$ cat src/rtl/rpn_pkg.sv
// RPN calculator shared types: command, operation and FSM state encodings,
// plus the bit positions of the N/Z/C/V flags inside the 4-bit Flags bus.
package rpn_pkg;

    typedef enum logic [1:0] {
        CMD_PUSH  = 2'b00,
        CMD_OP    = 2'b01,
        CMD_DROP  = 2'b10,
        CMD_CLEAR = 2'b11
    } cmd_t;

    typedef enum logic [1:0] {
        OP_ADD = 2'b00,
        OP_SUB = 2'b01,
        OP_AND = 2'b10,
        OP_OR  = 2'b11
    } op_t;

    // One-hot so the state register can be exported directly.
    typedef enum logic [2:0] {
        ST_IDLE = 3'b001,
        ST_EXEC = 3'b010,
        ST_DONE = 3'b100
    } state_t;

    localparam int FLAG_N = 3;
    localparam int FLAG_Z = 2;
    localparam int FLAG_C = 1;
    localparam int FLAG_V = 0;

endpackage

$ cat src/rtl/rpn_alu.sv
// Combinational RPN datapath: computes a op b and the {N,Z,C,V} flags.
// Ports: a (second-from-top), b (top), op, result, flags.
module rpn_alu
    import rpn_pkg::*;
#(
    parameter int WIDTH = 16
) (
    input  logic [WIDTH-1:0] a,
    input  logic [WIDTH-1:0] b,
    input  op_t              op,
    output logic [WIDTH-1:0] result,
    output logic [3:0]       flags
);

    localparam int MSB = WIDTH - 1;

    logic [WIDTH:0] sum;
    logic [WIDTH:0] diff;
    logic           c;
    logic           v;

    // Top bit of the widened difference is the unsigned borrow (a < b).
    assign sum  = {1'b0, a} + {1'b0, b};
    assign diff = {1'b0, a} - {1'b0, b};

    always_comb begin
        result = '0;
        c      = 1'b0;
        v      = 1'b0;
        unique case (op)
            OP_ADD: begin
                result = sum[MSB:0];
                c      = sum[WIDTH];
                v      = (a[MSB] == b[MSB]) && (sum[MSB] != a[MSB]);
            end
            OP_SUB: begin
                result = diff[MSB:0];
                c      = diff[WIDTH];
                v      = (a[MSB] != b[MSB]) && (diff[MSB] != a[MSB]);
            end
            OP_AND: result = a & b;
            OP_OR:  result = a | b;
        endcase
    end

    always_comb begin
        flags         = '0;
        flags[FLAG_N] = result[MSB];
        flags[FLAG_Z] = (result == '0);
        flags[FLAG_C] = c;
        flags[FLAG_V] = v;
    end

endmodule

$ cat src/rtl/rpn_stack_calculator.sv
// RPN stack calculator: 3-state command FSM, operand stack, depth counter.
// Ports: clk, resetN, Enter/Cmd/OpCode/DataIn in; ToDisplay, Flags, Depth,
// Error, Busy, CurrentState out.
module rpn_stack_calculator
    import rpn_pkg::*;
#(
    parameter int WIDTH = 16,
    parameter int DEPTH = 8
) (
    input  logic                       clk,
    input  logic                       resetN,
    input  logic                       Enter,
    input  logic [1:0]                 Cmd,
    input  logic [1:0]                 OpCode,
    input  logic [WIDTH-1:0]           DataIn,
    output logic [WIDTH-1:0]           ToDisplay,
    output logic [3:0]                 Flags,
    output logic [$clog2(DEPTH+1)-1:0] Depth,
    output logic                       Error,
    output logic                       Busy,
    output logic [2:0]                 CurrentState
);

    localparam int DW = $clog2(DEPTH + 1);
    localparam int AW = $clog2(DEPTH);
    localparam logic [DW-1:0] FULL = DW'(DEPTH);

    state_t           state;
    cmd_t             cmd_q;
    op_t              op_q;
    logic [WIDTH-1:0] data_q;
    logic [DW-1:0]    depth_q;
    logic [3:0]       flags_q;
    logic             error_q;
    logic             busy_q;

    logic [WIDTH-1:0] mem [DEPTH];

    logic [AW-1:0]    top_idx;
    logic [AW-1:0]    sec_idx;
    logic [WIDTH-1:0] alu_res;
    logic [3:0]       alu_flags;
    logic             wr_en;
    logic [AW-1:0]    wr_idx;
    logic [WIDTH-1:0] wr_data;

    // Indices wrap when depth is too small; those reads are never used.
    assign top_idx = AW'(depth_q - DW'(1));
    assign sec_idx = AW'(depth_q - DW'(2));

    rpn_alu #(
        .WIDTH (WIDTH)
    ) u_alu (
        .a      (mem[sec_idx]),
        .b      (mem[top_idx]),
        .op     (op_q),
        .result (alu_res),
        .flags  (alu_flags)
    );

    // Stack writes happen only on the edge that leaves EXEC.
    always_comb begin
        wr_en   = 1'b0;
        wr_idx  = '0;
        wr_data = '0;
        if (state == ST_EXEC) begin
            if (cmd_q == CMD_PUSH && depth_q != FULL) begin
                wr_en   = 1'b1;
                wr_idx  = AW'(depth_q);
                wr_data = data_q;
            end else if (cmd_q == CMD_OP && depth_q >= DW'(2)) begin
                wr_en   = 1'b1;
                wr_idx  = sec_idx;
                wr_data = alu_res;
            end
        end
    end

    // Stack RAM carries no reset.
    always_ff @(posedge clk) begin
        if (wr_en) begin
            mem[wr_idx] <= wr_data;
        end
    end

    always_ff @(posedge clk or negedge resetN) begin
        if (!resetN) begin
            state   <= ST_IDLE;
            busy_q  <= 1'b0;
            cmd_q   <= CMD_PUSH;
            op_q    <= OP_ADD;
            data_q  <= '0;
            depth_q <= '0;
            flags_q <= '0;
            error_q <= 1'b0;
        end else begin
            unique case (state)
                ST_IDLE: begin
                    if (Enter) begin
                        state  <= ST_EXEC;
                        busy_q <= 1'b1;
                        cmd_q  <= cmd_t'(Cmd);
                        op_q   <= op_t'(OpCode);
                        data_q <= DataIn;
                    end
                end
                ST_EXEC: begin
                    state <= ST_DONE;
                    unique case (cmd_q)
                        CMD_PUSH: begin
                            if (depth_q == FULL) begin
                                error_q <= 1'b1;
                            end else begin
                                depth_q <= depth_q + DW'(1);
                            end
                        end
                        CMD_OP: begin
                            if (depth_q < DW'(2)) begin
                                error_q <= 1'b1;
                            end else begin
                                depth_q <= depth_q - DW'(1);
                                flags_q <= alu_flags;
                            end
                        end
                        CMD_DROP: begin
                            if (depth_q == '0) begin
                                error_q <= 1'b1;
                            end else begin
                                depth_q <= depth_q - DW'(1);
                            end
                        end
                        CMD_CLEAR: begin
                            depth_q <= '0;
                            flags_q <= '0;
                            error_q <= 1'b0;
                        end
                    endcase
                end
                ST_DONE: begin
                    state  <= ST_IDLE;
                    busy_q <= 1'b0;
                end
                default: begin
                    state  <= ST_IDLE;
                    busy_q <= 1'b0;
                end
            endcase
        end
    end

    assign ToDisplay    = (depth_q == '0) ? DataIn : mem[top_idx];
    assign Flags        = flags_q;
    assign Depth        = depth_q;
    assign Error        = error_q;
    assign Busy         = busy_q;
    assign CurrentState = state;

endmodule

$ cat config.mk
export PLATFORM = sky130hd
export DESIGN_NAME = rpn_stack_calculator
export DESIGN_NICKNAME = d
export VERILOG_FILES = /design/src/rtl/rpn_pkg.sv /design/src/rtl/rpn_alu.sv /design/src/rtl/rpn_stack_calculator.sv
export SDC_FILE = /design/constraint.sdc
export NUM_CORES = 1
export LEC_CHECK = 0
export ABC_AREA = 1
export BUFFER_PORTS_ARGS = -buffer_cell sky130_fd_sc_hd__buf_2
export CAP_MARGIN = 20
export CORE_MARGIN = 1.5
export CORE_UTILIZATION = 50
export DETAILED_ROUTE_END_ITERATION = 16
export HOLD_SLACK_MARGIN = 0.03
export PLACE_DENSITY = 0.81
export SLEW_MARGIN = 5
export SYNTH_ARGS = -nofsm -noshare
export SYNTH_HDL_FRONTEND = slang
export SYNTH_SLANG_ARGS = --single-unit
$ cat constraint.sdc
create_clock -name clk -period 4.1 [get_ports clk]
set_input_delay 0.205 -clock clk [delete_from_list [all_inputs] [get_ports clk]]
set_output_delay 0.205 -clock clk [all_outputs]
set_load 0.02 [all_outputs]
==> summary.txt <==
Timing
  • Worst Tran Pin Value: 0.8465 ns
  • Setup-failing EPs final: 0
  • Fin crit period: 3.939 ns
  • Worst rel slew slack: 43.56%
  • WHS: 0.03684 ns
  • Max Slew Vio Count: 0
  • Final Cycle Share: 96.08%
  • Clk_skew: 0.01234 ns
  • Fmax: 253.8 MHz
  • Final hold vios: 0

Synthesis
  • Synth top area cells: edfxtp_1 35%, o21ai_0 12%, nand2_1 9.8%
  • Synthesis Warnings: 0
  • Primary FF master, synth: edfxtp_1
  • Async set-reset flop share out of synthesis: 20.50%
  • Post-synth top area cell: edfxtp_1
  • Post-synthesis cell count: 1435
  • Sequential fraction of the synthesis area: 42.94%
  • Syn_area_per_cell: 7.580 µm²
  • Post-synth top area share: 35.34%
  • Net Count, Synth: 1518
  • Mapped Area: 10880 µm²
  • Post-synth EDFFs: 128
  • Distinct cells, synth: 45
  • #FFs+latches synth: 161

Floorplan
  • Die Area: 22650 µm²
  • Die width: 150.5 µm
  • Core ar.: 21150 µm²
  • Ports: 52
  • Row count: 53
  • Initial cell density of the core: 51.42%
  • Die Y: 150.5 µm

Clock network
  • TritonCTS buffer count: 17
  • Clock Tree Root: clkbuf_16
  • CTS Buffer Depth: 2
  • Clock transition at the registers of the reported paths: 0.07 ns
  • Clk sinks: 161
  • # H-tree levels: 4
  • CTS tree: yes
  • Worst-Skew Late Latency: 0.43 ns

GRT
  • Largest net degree at the start of global routing: 137
  • First-pass GRT wire length: 51.93 mm
  • Vias in the first global route: 10036
  • GRT Resource Usage Total: 30.11%
  • Grt total ovfl: 0
  • Antenna violations before repair: 0

Setup path
  • Setup CP Type: flip-flop to flip-flop
  • Startpoint Class: flip-flop
  • Cells along the critical path: clkinv_2 > ha_4 > clkbuf_16 > a21oi_1 > o21ai_0 > o21ai_0 > inv_1 > o21ai_4 > inv_1 > ha_2 > nor2_2 > buf_4 > nand2_1 > nand3_2 > buf_4 > nand2_1 > nand2_1 > o21ai_0 > nand3_1 > a21oi_1 > buf_4
  • Max Fanout on Critical Path: 18
  • Number of cells on the critical path: 21
  • Buf/Inv on CP: 7
  • Crit end category: flip-flop
  • CP Data Required Time: 4.38 ns
  • Critical path arrival: 4.22 ns
  • Slowest Stage Delay on Critical Path: 0.44 ns
  • R2R depth: 21
  • Cell at the slowest stage of the critical path: dfrtp_4
  • CP delay by family, top: compound AO/OA/AOI/OAI gates

Worst hold path
  • Hold Path Class: input port to flip-flop
  • Worst Hold Depth: 3

Place
  • Area post-placement: 12330 µm²
  • Gpl congestion: 0.9922
  • IO Port Bufs: 51
  • Final HPWL DP: 23.16 mm

Cells and area
  • Share of cells above drive strength 1: 17.48%
  • Fin util: 62.12%
  • Design Area, Final: 13140 µm²
  • Filler cell count in the final layout: 1707
  • Synth-to-layout area growth: 20.81%
  • Final nets: 1672
  • ANT cells: 0

Detailed routing
  • Vias: 10713
  • Post-Route WL: 33.73 mm
  • WL/cell: 17.97 µm
  • Final ANT Viol Nets: 0
  • DRT Pass-1 Iters: 9
  • Vias per cell: 5.708
  • Post-route DRC: 0
  • Starting DRT DRC Count: 1230

Outcome
  • Status: finished, final reports clean

Job
  • Reported max-cap violation count: 0
## path summary, 6_finish.rpt
| check | start | to | slack (ns) |
|---|---|---|---|
| worst min register to register | Flags[3] | Flags[3] | 0.49 |
| worst min-delay path | DataIn[14] | data_q[14] | 0.04 |
| worst max-delay path | Depth[0] | mem[6][5] | 0.16 |
| max in group asynchronous | resetN | Depth[0] | 3.07 |
| min in group asynchronous | resetN | Depth[2] | 0.42 |
| worst max register to register | Depth[0] | mem[6][5] | 0.16 |
## state kept, by name (all words and copies together) (netlist names)
| signal | cells |
|---|---|
| Flags | 4 |
| Busy | 1 |
| data_q | 16 |
| mem | 128 |
| op_q | 2 |
| Error | 1 |
| Depth | 4 |
| CurrentState | 3 |
| cmd_q | 2 |
## synth_stat cells (12+ instances only)
| master | instances |
|---|---|
| a21oi_1 | 104 |
| buf_2 | 27 |
| clkbuf_1 | 31 |
| dfrtp_1 | 32 |
| edfxtp_1 | 128 |
| ha_1 | 58 |
| inv_1 | 197 |
| inv_2 | 12 |
| nand2_1 | 283 |
| nand3_1 | 72 |
| nor2_1 | 126 |
| o21ai_0 | 250 |
| o21ai_1 | 38 |
## repair_timing
action,CTS,global route
resized for setup,4,20
hold endpoints to repair,36,0
cloned,0,1
pin swaps,0,1
setup buffers,0,1
hold buffers,5,0
setup endpoints to repair,32,90
## final cells by class
type,count,area [µm²],share of cell area [%]
multi-input combinational,992,5174,39.37
clock inverter,14,177.7,1.352
sequential,161,4676,35.58
clock buffer,18,429.2,3.266
inverter,210,789.5,6.008
timing repair buffer,207,1550,11.80
tap,275,344.1,2.619
## cells in the final DEF (no fill, tap or decap), drive strengths merged
cell type	instances
nor3	7
bufinv	3
dfstp	1
o211a	1
inv	214
xnor2	2
o21bai	6
o22ai	5
a311oi	1
nand3	73
ha	58
dlygate4sd3	5
buf	201
edfxtp	128
clkinv	6
o21ai	289
nand3b	5
o211ai	2
fa	2
nor2	131
a32oi	1
a211oi	1
nand4	7
dfrtp	32
a21oi	108
nand2	286
and3	1
clkinvlp	1
a221oi	1
xor2	3
clkbuf	19
or2	1
o31ai	1
## through the flow
step / setup TNS (ns) / setup WS [ns] / cells
final: 0 / 0.1606 / 1877
after global routing: -0.4255 / -0.03607 / 1877
after CTS: 0 / 0.04926 / 1874
after detailed placement: 0 / 0.1117 / 1837
after global placement: 0 / 0.1939 / 1837
after floorplan: 0 / 0.03210 / 1435
## worst reg2reg max path, cell delays in order (launching register included)
cell and delay, ns:
dfrtp_4 0.44, clkinv_2 0.12, ha_4 0.30, clkbuf_16 0.20, a21oi_1 0.17, o21ai_0 0.12
o21ai_0 0.15, inv_1 0.12, o21ai_4 0.19, inv_1 0.09, ha_2 0.40, nor2_2 0.08
buf_4 0.14, nand2_1 0.07, nand3_2 0.12, buf_4 0.16, nand2_1 0.05, nand2_1 0.04
o21ai_0 0.26, nand3_1 0.21, a21oi_1 0.17, buf_4 0.19
## cell families (layout without fill, tap and decap cells)
family | Yosys count | count (layout) | share of synthesized area (%)
AO/OA/AOI/OAI | 416 | 416 | 19.84
buffers and inverters | 282 | 449 | 10.32
AND/OR/NAND/NOR | 511 | 511 | 19.45
adder cells (fa/ha/maj) | 60 | 60 | 7.040
flip-flops | 161 | 161 | 42.94
XOR/XNOR | 5 | 5 | 0.4027
## metal layers
layer  routed length [µm]  track usage, %  up-vias
li1                     -               -     5058
met1                13010           39.58     4892
met2                15760           48.74      640
met3                 3474           4.697      123
met4                 1485           14.26        0
met5                    0               0        -
Power is left out: the tool's default activity adds up to more than one toggle a clock period on the data nets, which glitch-free logic cannot reach.
